`src/rtl/pipe_stage_chain.sv`:
```
// pipe_stage_chain
// Elastic register chain of DEPTH stages with a per-stage valid bit and a
// valid/ready handshake at both ends. A global freeze stalls every stage and
// a global flush squashes every stage, so hazard and branch logic do not need
// per-stage wiring.
module pipe_stage_chain #(
  parameter int                 DATA_W     = 32,
  parameter int                 DEPTH      = 3,
  parameter logic [DATA_W-1:0]  RESET_DATA = '0,
  localparam int                OCC_W      = $clog2(DEPTH + 1)
) (
  input  logic              clk,
  input  logic              rst,
  input  logic              flush,
  input  logic              freeze,
  input  logic              in_valid,
  output logic              in_ready,
  input  logic [DATA_W-1:0] in_data,
  output logic              out_valid,
  input  logic              out_ready,
  output logic [DATA_W-1:0] out_data,
  output logic [OCC_W-1:0]  occupancy
);

  logic [DEPTH-1:0]  stage_vld;
  logic [DATA_W-1:0] stage_data [DEPTH];
  logic [DEPTH-1:0]  take;
  logic              take_last;
  logic              in_xfer;
  logic              out_xfer;

  // The last stage drains only when downstream accepts and the chain is not
  // stalled or being squashed.
  assign take_last = out_ready & ~freeze & ~flush;

  // Stage i may hand its payload forward when any later stage holds a bubble,
  // or when the whole tail is full but the last stage is draining. Built
  // from an accumulated bubble flag so no signal feeds back into itself.
  always_comb begin
    logic bubble;
    bubble          = 1'b0;
    take            = '0;
    take[DEPTH-1]   = take_last;
    for (int i = DEPTH - 2; i >= 0; i--) begin
      bubble  = bubble | ~stage_vld[i+1];
      take[i] = bubble | take_last;
    end
  end

  // in_ready is held low while reset is asserted so nothing is accepted
  // before the chain is live; out_valid is masked while stalled or squashed.
  assign in_ready  = rst & ~freeze & ~flush & (~stage_vld[0] | take[0]);
  assign out_valid = stage_vld[DEPTH-1] & ~freeze & ~flush;
  assign out_data  = stage_data[DEPTH-1];
  assign in_xfer   = in_valid & in_ready;
  assign out_xfer  = out_valid & out_ready;

  // Stage registers: reset and flush clear every stage to RESET_DATA, freeze
  // holds everything, otherwise payloads advance. Data registers only load
  // when a valid payload moves in, so a stage that empties keeps stale data.
  always_ff @(posedge clk or negedge rst) begin
    if (!rst) begin
      stage_vld <= '0;
      for (int i = 0; i < DEPTH; i++) begin
        stage_data[i] <= RESET_DATA;
      end
    end else if (flush) begin
      stage_vld <= '0;
      for (int i = 0; i < DEPTH; i++) begin
        stage_data[i] <= RESET_DATA;
      end
    end else if (!freeze) begin
      for (int i = DEPTH - 1; i >= 1; i--) begin
        if (take[i-1]) begin
          stage_vld[i] <= stage_vld[i-1];
          if (stage_vld[i-1]) begin
            stage_data[i] <= stage_data[i-1];
          end
        end
      end
      if (in_ready) begin
        stage_vld[0] <= in_valid;
        if (in_valid) begin
          stage_data[0] <= in_data;
        end
      end
    end
  end

  // Occupancy tracks transfers at the two ends, which keeps it equal to the
  // number of set valid bits without a popcount tree.
  always_ff @(posedge clk or negedge rst) begin
    if (!rst) begin
      occupancy <= '0;
    end else if (flush) begin
      occupancy <= '0;
    end else begin
      occupancy <= occupancy + OCC_W'(in_xfer) - OCC_W'(out_xfer);
    end
  end

endmodule
```
`config.mk`:
```
export PLATFORM = sky130hd
export DESIGN_NAME = pipe_stage_chain
export DESIGN_NICKNAME = d
export VERILOG_FILES = /design/src/rtl/pipe_stage_chain.sv
export SDC_FILE = /design/constraint.sdc
export NUM_CORES = 1
export LEC_CHECK = 0
export CAP_MARGIN = 10
export CORE_MARGIN = 1
export CORE_UTILIZATION = 55
export DETAILED_ROUTE_END_ITERATION = 7
export PLACE_DENSITY = 0.83
export SYNTH_ARGS = -nofsm -noshare
export SYNTH_HDL_FRONTEND = slang
export SYNTH_SLANG_ARGS = --single-unit
export TNS_END_PERCENT = 30
```
`constraint.sdc`:
```
create_clock -name clk -period 3.3 [get_ports clk]
set_input_delay 0.99 -clock clk [delete_from_list [all_inputs] [get_ports clk]]
set_output_delay 0.99 -clock clk [all_outputs]
set_load 0.02 [all_outputs]
```
==> results of run 1 <==
==> power groups by stage <==
stage	Sequential [uW]	Combinational (uW)	Clock, uW
after floorplan	1290	55.7	0
after detailed placement	1290	148	0
after CTS	1260	148	818
after global routing	1270	160	875
after global placement	1290	146	0
final	1260	145	805
==> state kept, by name (all words and copies together) (netlist names) <==
| signal | cells |
|---|---|
| stage_vld | 3 |
| out_data | 32 |
| occupancy | 2 |
| stage_data | 64 |
==> through the flow <==
| stage | cells | total power (uW) | util | setup slack, ns |
|---|---|---|---|---|
| after floorplan | 310 | 1340 | - | 0.830 |
| after CTS | 457 | 2230 | 0.687 | 0.140 |
| after detailed placement | 441 | 1440 | 0.659 | -0.131 |
| after global routing | 457 | 2300 | 0.687 | 0.0590 |
| final | 457 | 2210 | 0.687 | 0.128 |
| after global placement | 441 | 1430 | 0.659 | -0.127 |
==> routing by layer <==
layer,share of wire,global-route usage
met5,0,0
met4,0.017,0.0837
met2,0.48,0.337
met3,0.030,0.0293
met1,0.47,0.304
==> layout by cell type (no fill, tap or decap), types with 3 or more instances in the layout <==
cell             count
nor2b_1             33
mux2_1              26
mux2_2               6
a22o_1              64
nand2b_1             3
dfrtp_1            101
inv_1                3
clkbuf_8            11
clkdlybuf4s50_1     69
o21ai_0              3
buf_4               11
==> worst max-delay path by stage <==
stage                          from  endpoint  cells past startpoint
after floorplan           out_ready  in_ready                      2
after global placement    out_ready  in_ready                      4
after detailed placement  out_ready  in_ready                      4
after CTS                 out_ready  in_ready                      4
after global routing      out_ready  in_ready                      4
final                     out_ready  in_ready                      4
==> critical path, stage by stage <==
cell	delay [ns]
clkdlybuf4s50_1	0.46
nand4b_1	0.21
and3_1	0.20
dlygate4sd2_1	0.32
==> cell type report <==
class / instances / area, um2 / share of cell area
tap: 99 / 124 / 0.0246
clock inverter: 4 / 55.1 / 0.0109
timing repair buffer: 84 / 816 / 0.162
multi-input combinational: 154 / 1350 / 0.268
clock buffer: 12 / 155 / 0.0308
inverter: 3 / 11.3 / 0.00223
sequential: 101 / 2530 / 0.501
==> cell families after synthesis <==
family	after synthesis	share of synthesized area
AO/OA/AOI/OAI	71	0.144
XOR/XNOR	2	0.00415
buffers and inverters	55	0.0850
adder cells (fa/ha/maj)	2	0.00592
AND/OR/NAND/NOR	47	0.0770
flip-flops	101	0.599
multiplexers	32	0.0853
==> repair_timing <==
action,4_1_cts,5_1_grt
resized for setup,2,0
hold buffers,0,0
endpoints found under the setup margin,2,0
==> qor.yml, run 1 <==
dp_hpwl_mm: 5.03
worst_setup_path_start_kind: "primary input"
switching_power_uw: 494
design.die.area_um2: 8030
design_area_um2: 5040
hp-start: "stage_data[71]$_DFFE_PN0P_"
whs_endpoint: "stage_data[39]$_DFFE_PN0P_"
grt_util_all_layers: 0.214
rsz0062_at_grt: "false"
period_share: 0.961
cts_buffer_depth: 2
avgSynthCellArea_um2: 13.6
period_minus_slack_ns: 3.17
synthArstFlopShare: 1.00
grt_pass1_vias: 2435
min_path_cells: 1
row_count: 31
syn_nets: 350
final.setup_skew_ns: 0.0105
routed_via_density: 5.47
p_leak_uw: 0.00242
initialDrtViolationCount: 99
p_int_uw: 1720
swShare: 0.223
outcome: "finished clean"
critical_path.endpoint_type: "output port"
synth_top_area_frac: 0.599
placed_area_um2: 4830
synth-seq-cells: 101
reg2reg_from: "stage_vld[0]$_DFFE_PN0P_"
finalWirelength_mm: 7.81
ios: 74
arrival_ns: 2.18
grt_pass1_wl_mm: 12.5
synth_common_cells: "dfrtp_1 (101), a22o_1 (64), buf_4 (36)"
diodes: 0
cts_made_buffers: 9
power_frac_seq: 0.571
p_clk_frac: 0.364
antenna_found_initial: 0
areaGrowthSynthToFinish_pct: 19.3
required_ns: 2.31
post-route-drc-count: 0
whs_ns: 0.487
gp_congestion: 0.744
ant_nets: 0
root_buffer: "clkbuf_8"
port_buffers: 73
tightest_slew_ns: 0.934
cts_tree: "done"
yosysUniqueCellTypes: 27
syn_area_um2: 4220
vias: 2499
fmax_mhz: 315
overflow: 0
routedWlPerCell_um: 17.1
slew_violations: 0
fillCellCount: 528
clk_pin_slew_ns: 0.09
start_util: 0.576
dominantRegCellSynth: "dfrtp_1"
power.density_nw_per_um2: 439
htreeDepth: 3
drive_gt1_frac: 0.109
peakVddDrop_uv: 201
finalHoldViolCount: 0
yosysSeqAreaShare: 0.599
die_x_um: 89.6
post_cts_buffers: 0
crit_type: "primary input to output port"
fp.dieH_um: 89.6
yosys_warnings: 0
relSlewSlack: 0.378
grt_max_degree: 78
r2r-end: "occupancy[1]$_DFF_PN0_"
nets: 393
cts.sinks: 101
synth.most_common_cell: "dfrtp_1"
synth_area_leader_cell: "dfrtp_1"
p_comb_frac: 0.066
synthCells: 310
synth_edf_count: 0
hp-class: "flop to flop"
r2r_cells: 8
setup_viol: 0
cp_max_fo: 5
drv_cap: 0
clock_latency_ns: 0.36
ys_top_cells_by_area: "dfrtp_1 (60%), a22o_1 (13%), mux2_1 (6.9%)"
setup_tns_ns: 0
drtPass1Iterations: 4
core-area_um2: 7330
r2r_slack_ns: 1.41
Note: power is estimated with default switching activity, not from simulation.
==> run 2: changes to the inputs <==
Settings changed: DONT_BUFFER_PORTS from default to 1, PLACE_DENSITY 0.83 to 0.7.
==> run 2 against run 1 <==
Net effect: via count down 12%; sequential share of layout area up 9.6 points; clock skew down 0.0013 ns; critical path type unchanged; routed wire length fell by 5.8%; non-clock buffer count down 80; hold slack worse by 0.17 ns; sequential power is essentially flat; register-to-register slack worse by 0.05 ns; power is 5.9% lower; largest power group unchanged; die area is the same; sequential cell count unchanged.
==> qor.yml, run 2 (synthesized netlist as in run 1, its figures left out) <==
final_common_cell: "dfrtp_1"
ctsHoldBuffers: 0
arrival_ns: 1.50
drv_cap: 0
largest_reg_flops: 64
p_clk_frac: 0.365
final.setup_skew_ns: 0.00929
ant_nets: 0
cp_max_fo: 5
areaGrowthSynthToFinish_pct: 0.148
swShare: 0.220
crit_family: "simple AND/OR/NAND/NOR gates"
clk_pin_slew_ns: 0.09
routed_via_density: 5.84
cts_tree: "done"
setup_tns_ns: 0
row_count: 31
clock_latency_ns: 0.36
critical_path.endpoint_type: "output port"
cts_buffer_depth: 2
nets: 313
placed_area_um2: 4040
power_frac_seq: 0.607
finalHoldViolCount: 0
cts_made_buffers: 9
whs_ns: 0.313
htreeDepth: 3
antenna_found_initial: 0
power.density_nw_per_um2: 492
post_cts_buffers: 0
crit_type: "primary input to output port"
design.die.area_um2: 8030
finalWirelength_mm: 7.36
p_comb_frac: 0.028
slew_violations: 0
routedWlPerCell_um: 19.6
critPathMaxStageDelay_ns: 0.30
overflow: 0
hp-class: "primary input to async pin"
core-area_um2: 7330
slowest_stage: "and3_1"
period_minus_slack_ns: 2.49
required_ns: 2.31
path_cells: "nand4b_1 > and3_1"
grt_max_degree: 104
regMostFlops: "stage_data"
grt_util_all_layers: 0.204
ios: 74
cts_resized: 0
setup_viol: 0
peakVddDrop_uv: 226
dp_hpwl_mm: 4.53
grt_pass1_wl_mm: 11.8
cts.sinks: 101
post-route-drc-count: 0
tightest_slew_ns: 0.759
gp_congestion: 0.705
drtPass1Iterations: 4
design_area_um2: 4230
fmax_mhz: 401
relSlewSlack: 0.494
rsz0062_at_grt: "false"
die_x_um: 89.6
grt_pass1_vias: 2199
worst_setup_path_start_kind: "primary input"
p_leak_uw: 0.00209
initialDrtViolationCount: 100
vias: 2190
root_buffer: "clkbuf_8"
switching_power_uw: 458
fp.dieH_um: 89.6
final_cell_mix: "dfrtp_1 (101), a22o_1 (64), nor2b_1 (33), mux2_1 (26), clkbuf_8 (9)"
p_int_uw: 1620
period_share: 0.756
port_buffers: 0
start_util: 0.576
outcome: "finished clean"
drive_gt1_frac: 0.105
diodes: 0
path_buf_inv: 0
## run 2: power by group through the flow
stage | registers (uW) | logic (uW) | clock network [uW]
after floorplan | 1290 | 55.7 | 0
after global placement | 1290 | 57.3 | 0
after detailed placement | 1290 | 58.8 | 0
after CTS | 1260 | 59.1 | 784
after global routing | 1270 | 65.1 | 827
final | 1260 | 57.9 | 760
## run 2: worst paths after layout
kind | from | end | slack (ns) | cells after the start
hold reg to reg | stage_data[86]$_DFFE_PN0P_ | stage_data[54]$_DFFE_PN0P_ | 0.49 | 1
setup reg to reg | stage_vld[0]$_DFFE_PN0P_ | occupancy[1]$_DFF_PN0_ | 1.36 | 7
setup / recovery | out_ready | in_ready | 0.81 | 2
max in group asynchronous | rst | stage_data[78]$_DFFE_PN0P_ | 2.84 | 0
min in group clk | stage_data[86]$_DFFE_PN0P_ | stage_data[54]$_DFFE_PN0P_ | 0.49 | 1
hold / removal | rst | out_data[30]$_DFFE_PN0P_ | 0.31 | 0
## run 2: cell type report
cell class / instances / area (um2)
clock buffer: 9 / 124
tap: 99 / 124
multi-input combinational: 154 / 1350
fill: 590 / 3100
inverter: 3 / 11.3
sequential: 101 / 2530
clock inverter: 5 / 61.3
timing repair buffer: 4 / 30.0
## run 2: worst reg2reg max path, delay by kind of cell (launching register included)
| kind | cells | cell delay (ns) |
|---|---|---|
| XOR/XNOR | 1 | 0.14 |
| AND/OR/NAND/NOR | 3 | 0.60 |
| flip-flops | 1 | 0.46 |
| buffers and inverters | 1 | 0.04 |
| adder cells (fa/ha/maj) | 2 | 0.60 |
## run 2: through the flow
stage | cells | utilization | total power [uW] | setup WS [ns]
floorplan | 310 | - | 1340 | 0.830
global placement | 361 | 0.552 | 1350 | 0.816
detailed placement | 361 | 0.552 | 1350 | 0.801
CTS | 375 | 0.577 | 2110 | 0.801
global route | 375 | 0.577 | 2160 | 0.783
finish | 375 | 0.577 | 2080 | 0.807
## run 2: layer usage
metal | track usage | vias to the layer above | routed length [um]
met2 | 0.314 | 64 | 3470
met4 | 0.0866 | 0 | 102
met3 | 0.0512 | 8 | 462
li1 | - | 996 | -
met5 | 0 | - | 0
met1 | 0.277 | 1122 | 3320
